## config.mk

```make
export PLATFORM = sky130hd
export DESIGN_NAME = io_read_port_fifo
export DESIGN_NICKNAME = d
export VERILOG_FILES = /design/src/rtl/io_read_port_fifo.sv
export SDC_FILE = /design/constraint.sdc
export NUM_CORES = 1
export LEC_CHECK = 0
export BUFFER_PORTS_ARGS = -buffer_cell sky130_fd_sc_hd__buf_4
export CORE_MARGIN = 5
export CORE_UTILIZATION = 51
export CTS_CLUSTER_SIZE = 30
export DETAILED_ROUTE_END_ITERATION = 12
export HOLD_SLACK_MARGIN = 0.1
export PLACE_DENSITY = 0.75
export SLEW_MARGIN = 20
export SYNTH_ARGS = -nofsm -noshare
export SYNTH_HDL_FRONTEND = slang
export SYNTH_SLANG_ARGS = --single-unit
```

## constraint.sdc

```tcl
create_clock -name clock -period 3.75 [get_ports clock]
set_clock_uncertainty 0.15 [all_clocks]
set_input_delay 0.375 -clock clock [delete_from_list [all_inputs] [get_ports clock]]
set_output_delay 0.375 -clock clock [all_outputs]
set_load 0.01 [all_outputs]
```

## src/rtl/io_read_port_fifo.sv

```systemverilog
// io_read_port_fifo
// First-word-fall-through FIFO that feeds the CPU read port. A producer
// pushes words with a valid/ready handshake. The CPU sees the head word on
// io_in and the empty flag on io_in_EF, and consumes the head with io_rden.
// Occupancy is kept in an explicit counter, so full and empty need no extra
// pointer bit.
//
// Optional build macro IO_READ_FIFO_ERROR_FLAGS_EN adds two sticky outputs:
// overflow_err (push offered while full) and underflow_err (read while empty).
// Only reset clears them.
module io_read_port_fifo #(
  parameter int WORD_WIDTH = 36,
  parameter int ADDR_WIDTH = 2,
  parameter int DEPTH      = 4
) (
  input  logic                  clock,
  input  logic                  reset,
  input  logic                  in_valid,
  output logic                  in_ready,
  input  logic [WORD_WIDTH-1:0] in_data,
  output logic                  io_in_EF,
  input  logic                  io_rden,
  output logic [WORD_WIDTH-1:0] io_in,
  output logic [ADDR_WIDTH:0]   count
`ifdef IO_READ_FIFO_ERROR_FLAGS_EN
  ,
  output logic                  overflow_err,
  output logic                  underflow_err
`endif
);

  localparam logic [ADDR_WIDTH:0]   FULL_COUNT = (ADDR_WIDTH+1)'(DEPTH);
  localparam logic [ADDR_WIDTH-1:0] PTR_ONE    = ADDR_WIDTH'(1);
  localparam logic [ADDR_WIDTH:0]   CNT_ONE    = (ADDR_WIDTH+1)'(1);

  logic [WORD_WIDTH-1:0] mem [DEPTH];
  logic [ADDR_WIDTH-1:0] wr_ptr;
  logic [ADDR_WIDTH-1:0] rd_ptr;
  logic                  push;
  logic                  pop;

  // Flags and the head word come only from registered state. A full FIFO
  // does not accept a push in the same cycle as a pop; in_ready rises on
  // the cycle after the pop.
  always_comb begin
    in_ready = (count != FULL_COUNT);
    io_in_EF = (count == '0);
    push     = in_valid & in_ready;
    pop      = io_rden & ~io_in_EF;
    io_in    = io_in_EF ? '0 : mem[rd_ptr];
  end

  // Storage has no reset. Words are only visible while count is nonzero,
  // and count is cleared by reset.
  always_ff @(posedge clock) begin
    if (push && !reset) begin
      mem[wr_ptr] <= in_data;
    end
  end

  // Pointers wrap naturally at ADDR_WIDTH bits. Count tracks net push/pop.
  always_ff @(posedge clock or posedge reset) begin
    if (reset) begin
      wr_ptr <= '0;
      rd_ptr <= '0;
      count  <= '0;
    end else begin
      if (push) begin
        wr_ptr <= wr_ptr + PTR_ONE;
      end
      if (pop) begin
        rd_ptr <= rd_ptr + PTR_ONE;
      end
      case ({push, pop})
        2'b10:   count <= count + CNT_ONE;
        2'b01:   count <= count - CNT_ONE;
        default: count <= count;
      endcase
    end
  end

`ifdef IO_READ_FIFO_ERROR_FLAGS_EN
  // Sticky protocol-violation flags. Only reset clears them.
  always_ff @(posedge clock or posedge reset) begin
    if (reset) begin
      overflow_err  <= 1'b0;
      underflow_err <= 1'b0;
    end else begin
      if (in_valid && !in_ready) begin
        overflow_err <= 1'b1;
      end
      if (io_rden && io_in_EF) begin
        underflow_err <= 1'b1;
      end
    end
  end
`endif

endmodule

```

Word level (Yosys, flattened, before mapping):

Memory sizes are Yosys's and may differ from the RTL's.
Index checks and enable logic that the tools add are counted.

* memory bits (writable): 144
* input port bits: 40
* word-level logic and storage cells: 22
* bits in registers: 7
* memory bits (read-only): 0
* output and inout bits: 41
* memories kept: 1
* latch bits: 0

Memory list
* mem: depth 4, width 36, read ports 1, clocked after Yosys merged registers in 0, wr ports 1, line 36 `logic [WORD_WIDTH-1:0] mem [DEPTH];`

* muxes and demuxes: 4
* reduce and logical (&&, ||, !) cells: 4
* div/mod/pow operators: 0
* equal/unequal tests: 3
* bitwise gates (word level): 3
* $mul: 0
* shifts and indexed selects: 0
* order comparisons: 0
* add/subtract/negate cells: 4

Operators by type and width (number)
* $mux 36: 1
* $pmux 3 s2: 1
* $add 2x1->2 const B: 2
* $add 3x1->3 const B: 1
* $logic_not 3->1: 1
* $ne 3x3->1 const B: 1
* $sub 3x1->3 const B: 1
* $and 1x1->1: 2
* $eq 2x1->1 const B: 1
* $eq 2x2->1 const B: 1
* $mux 1: 2
* $reduce_bool 2->1: 1
* $logic_and 1x1->1: 1
* $logic_not 1->1: 1
* $not 1->1: 1

Depth between registers and ports, before layout:

* word-level depth: 5
* depth in mapped cells: 8

Worst setup path before layout:

OpenSTA, ideal clock, no wires.

* path type: register to register
* start point: reg count[2]
* end point: mem mem[1][0], enable pin
* setup slack: -0.375 ns
* buffers on the path: 0
* period minus slack after synthesis: 4.125 ns
* stages on the path, launching flop included: 4
* required time: 3.119 ns
* library setup time: 0.481 ns
* arrival time: 3.494 ns
* cell sequence: dfrtp_1 -> or3b_2 -> nand2_2 -> nor3b_1

* longest elaborated chain between the ends: 5

RTL lines
* start, declared: line 24 `output logic [ADDR_WIDTH:0] count`
* start signal, assigned: line 75 `2'b10: count <= count + CNT_ONE;`
* start signal, assigned: line 76 `2'b01: count <= count - CNT_ONE;`
* start signal, assigned: line 77 `default: count <= count;`
* $ne 3x3->1: line 46 `in_ready = (count != FULL_COUNT);`
* named net in_ready: line 19 `output logic in_ready,`
* $and 1x1->1: line 48 `push = in_valid & in_ready;`
* $logic_and 1x1->1: line 56 `if (push && !reset) begin`
* $mux 1: line 56
* $mux 1 (implied by the code): line 57 `mem[wr_ptr] <= in_data;`
* end, declared: line 36

The timed path passes the listed nets, and every way through them passes these cells.

Final worst setup path:

* start point: reg rd_ptr[0]
* end point: out io_in[8]

* longest elaborated chain between the ends: 2

RTL lines
* start, declared: line 38 `logic [ADDR_WIDTH-1:0] rd_ptr;`
* start signal, assigned: line 72 `rd_ptr <= rd_ptr + PTR_ONE;`
* $mem_v2 4x36
* $mux 36: line 50 `io_in = io_in_EF ? '0 : mem[rd_ptr];`
* end, declared: line 23 `output logic [WORD_WIDTH-1:0] io_in,`

No other way between the ends.

==> reports/results.tsv <==
stage	metric	value	unit
status	outcome	complete, no violations	
layout	share of cells above drive strength 1	40.00	%
routing	post-route ant nets	0	
worst_setup_path	Worst Path Max Fanout	18	
worst_setup_path	FF-to-FF Start	count[0]$_DFFE_PP0P_	
clock_tree	CTS root buf	clkbuf_16	
die	Die ar.	13740	sq um
global_route	vias in the first global route	3233	
global_route	global-route wire length before repair	16.95	mm
sta	crit share post-route	78.00	%
layout	Nets	448	
synth	Synth Instances	266	
sta	worst rel slew slack	37.61	%
synth	Synth Cell Area	5862	sq um
routing	Vias/cell	5.177	
placement	Detailed Place HPWL	6.422	mm
worst_setup_path	RR Endpoint	count[2]$_DFFE_PP0P_	
global_route	Remaining Overflow, GRT	0	
power_and_ir_drop	Worst VDD drop	508.4	uV
power_and_ir_drop	Pwr Density	741.4	nW/um^2
layout	area added between synthesis and finish	30.22	%
worst_setup_path	Setup crit end kind	primary output	
global_route	antenna violations before repair	1	
power_and_ir_drop	Int Power	4.076	mW
power_and_ir_drop	Logic pwr share	31.2	%
synth	flops & latches, synth	151	
synth	Synth area leader	edfxtp_1	
power_and_ir_drop	sequential share of power	40.2	%
worst_setup_path	Reg2Reg Depth	8	
routing	DR iter-0 viols	126	
placement	gpl congestion	0.7098	
clock_tree	post-CTS setup buffers	0	
die	Std-Cell Rows	39	
routing	drt first pass iters	4	
sta	Final Max Tran Viols	0	
hold_path	hold endpoint	wr_ptr[0]$_DFFE_PP0P_	
sta	measured slew at the worst slew-check pin	935.8	ps
power_and_ir_drop	P_leak	2.717	nW
placement	IO Port Bufs	80	
routing	Avg WL per Cell	19.25	um
hold_path	worst hold stages	3	
worst_setup_path	r2r setup slk	1320	ps
global_route	GRT Util Overall	17.24	%
power_and_ir_drop	Sw Share	27.98	%
hold_path	Hold Path Class	in -> reg	
clock_tree	# hold bufs at CTS	38	
die	die width	117.2	um
clock_tree	Max H-tree Level	4	
job	max cap viols	0	
synth	post-synthesis sequential area ratio	76.76	%
worst_setup_path	Critical Path Source Type	flip-flop	
die	chip height	117.2	um
synth	synth warn	0	
power_and_ir_drop	clock share of power	28.6	%
sta	fmax	0.3419	GHz
clock_tree	CTS Buf Count	17	
worst_setup_path	CP Data Arrival Time	2400	ps
sta	final hold violation count	0	
clock_tree	cts repair resizes	0	
global_route	largest net degree at the start of global routing	40	
synth	syn_area_per_cell	22.04	sq um
synth	Yosys top cell area share	73.77	%
placement	Post-DP Area	6669	sq um
worst_setup_path	WS Path Type	reg -> out	
routing	final wirelength	10.76	mm
die	core area	11320	sq um
sta	fin crit period	2925	ps
power_and_ir_drop	sw power	1.583	mW
sta	Min Hold Slack	223.4	ps
clock_tree	clock latency on the worst-skew pair	410	ps
sta	TNS Setup	0	ps
hold_path	Worst Hold Launch	in_valid	
clock_tree	TritonCTS clock tree	yes	
clock_tree	CTS max path bufs	2	
clock_tree	Num Clock Sinks	151	
routing	vias	2894	
synth	top cells by area, synth	edfxtp_1, mux4_2, and2_1, dfrtp_1, ha_1	
clock_tree	Worst-path clk slew	60	ps
layout	design area	7634	sq um
worst_setup_path	critical path required time	3220	ps
synth	number of library cell types mapped by synthesis	21	
die	Initial Util	51.78	%
routing	DRC violations left	0	
sta	RSZ-0062 raised after global routing	no	
die	I/O pin cnt	81	
sta	Final setup viols	0	
power_and_ir_drop	Tot Pwr	5.659	mW
synth	Post-Syn Nets	312	
-- through the flow --
step                      std cells  util, %  setup slack [ps]
after global routing            559    67.43             596.0
final                           559    67.43             824.9
after detailed placement        488    58.91              1170
after global placement          488    58.91              1177
after floorplan                 266        -            -375.1
after CTS                       558    67.41             704.0
-- synth_stat cells --
library cell / number
mux4_2: 36
dfrtp_1: 7
mux2_2: 1
or3_1: 1
nor2_1: 1
inv_1: 7
xnor2_1: 3
clkbuf_1: 4
or3b_2: 1
and2_1: 37
nand3_1: 1
xor2_1: 3
buf_8: 1
buf_2: 5
mux2i_1: 1
nand2_2: 1
buf_6: 2
ha_1: 5
nor3b_1: 4
edfxtp_1: 144
fa_1: 1
-- placed cells by master, fill, tap and decap left out, types with 2 or more instances in the layout --
| master | netlist | final |
|---|---|---|
| dfrtp_2 | 0 | 2 |
| xnor2_1 | 3 | 3 |
| clkinv_4 | 0 | 6 |
| dfrtp_1 | 7 | 5 |
| edfxtp_1 | 144 | 144 |
| mux4_2 | 36 | 36 |
| dlygate4sd3_1 | 0 | 38 |
| and2_1 | 37 | 37 |
| clkinvlp_4 | 0 | 3 |
| nor3b_2 | 0 | 4 |
| clkbuf_16 | 0 | 17 |
| clkinv_1 | 0 | 2 |
| bufinv_16 | 0 | 2 |
| inv_1 | 7 | 7 |
| xor2_1 | 3 | 3 |
| buf_4 | 0 | 91 |
| ha_1 | 5 | 5 |
-- state kept, by name, indices dropped and copies added, names as in the netlist --
signal,cells
mem,144
count,3
rd_ptr,2
wr_ptr,2
-- routing by layer --
| metal | track usage, % | up-vias | wire length [um] |
|---|---|---|---|
| li1 | - | 1337 | - |
| met1 | 20.72 | 1466 | 4342 |
| met2 | 29.83 | 80 | 5622 |
| met3 | 4.730 | 11 | 674 |
| met4 | 6.422 | 0 | 125 |
| met5 | 0 | - | 0 |
-- kinds of logic (layout without fill, tap and decap cells) --
kind of cell	count (synthesis)	after routing	share of synthesized area [%]
other cells	0	1	0
mux	38	38	14.19
fa+ha+maj	6	6	1.409
buf+inv	19	168	1.771
simple gates	46	46	4.973
xor+xnor	6	6	0.8966
flops	151	151	76.76
-- power by group through the flow --
stage	sequential [mW]	clock, mW	combinational [mW]
3_5_place_dp	2.32	0	1.76
6_report	2.27	1.62	1.77
5_1_grt	2.31	1.73	1.93
3_3_place_gp	2.31	0	1.74
2_1_floorplan	2.17	0	1.17
4_1_cts	2.28	1.66	1.81
-- how the worst max path moves through the flow --
stage | startpoint | end | slack [ps] | cells past startpoint
after floorplan | count[2]$_DFFE_PP0P_ | mem[1][0]$_DFFE_PP_ | -380 | 3
after global placement | rd_ptr[0]$_DFFE_PP0P_ | io_in[12] | 1180 | 4
after detailed placement | rd_ptr[0]$_DFFE_PP0P_ | io_in[8] | 1170 | 4
after CTS | rd_ptr[0]$_DFFE_PP0P_ | io_in[8] | 700 | 4
after global routing | rd_ptr[0]$_DFFE_PP0P_ | io_in[13] | 600 | 4
final | rd_ptr[0]$_DFFE_PP0P_ | io_in[8] | 820 | 4
-- critical path, cell delays in order (launching register included) --
cell and delay (ps):
dfrtp_2 730, buf_4 390, mux4_2 550, and2_1 180
buf_4 140
-- cell type report --
class	count	area, sq um
Antenna cell	1	2.502
Clock buffer	17	425.4
Clock inverter	15	156.4
Fill cell	762	3687
Inverter	7	26.28
Multi-Input combinational cell	96	1279
Sequential cell	151	4502
Tap cell	143	178.9
Timing Repair Buffer	129	1064
Note: power is estimated with default switching activity, not from simulation.
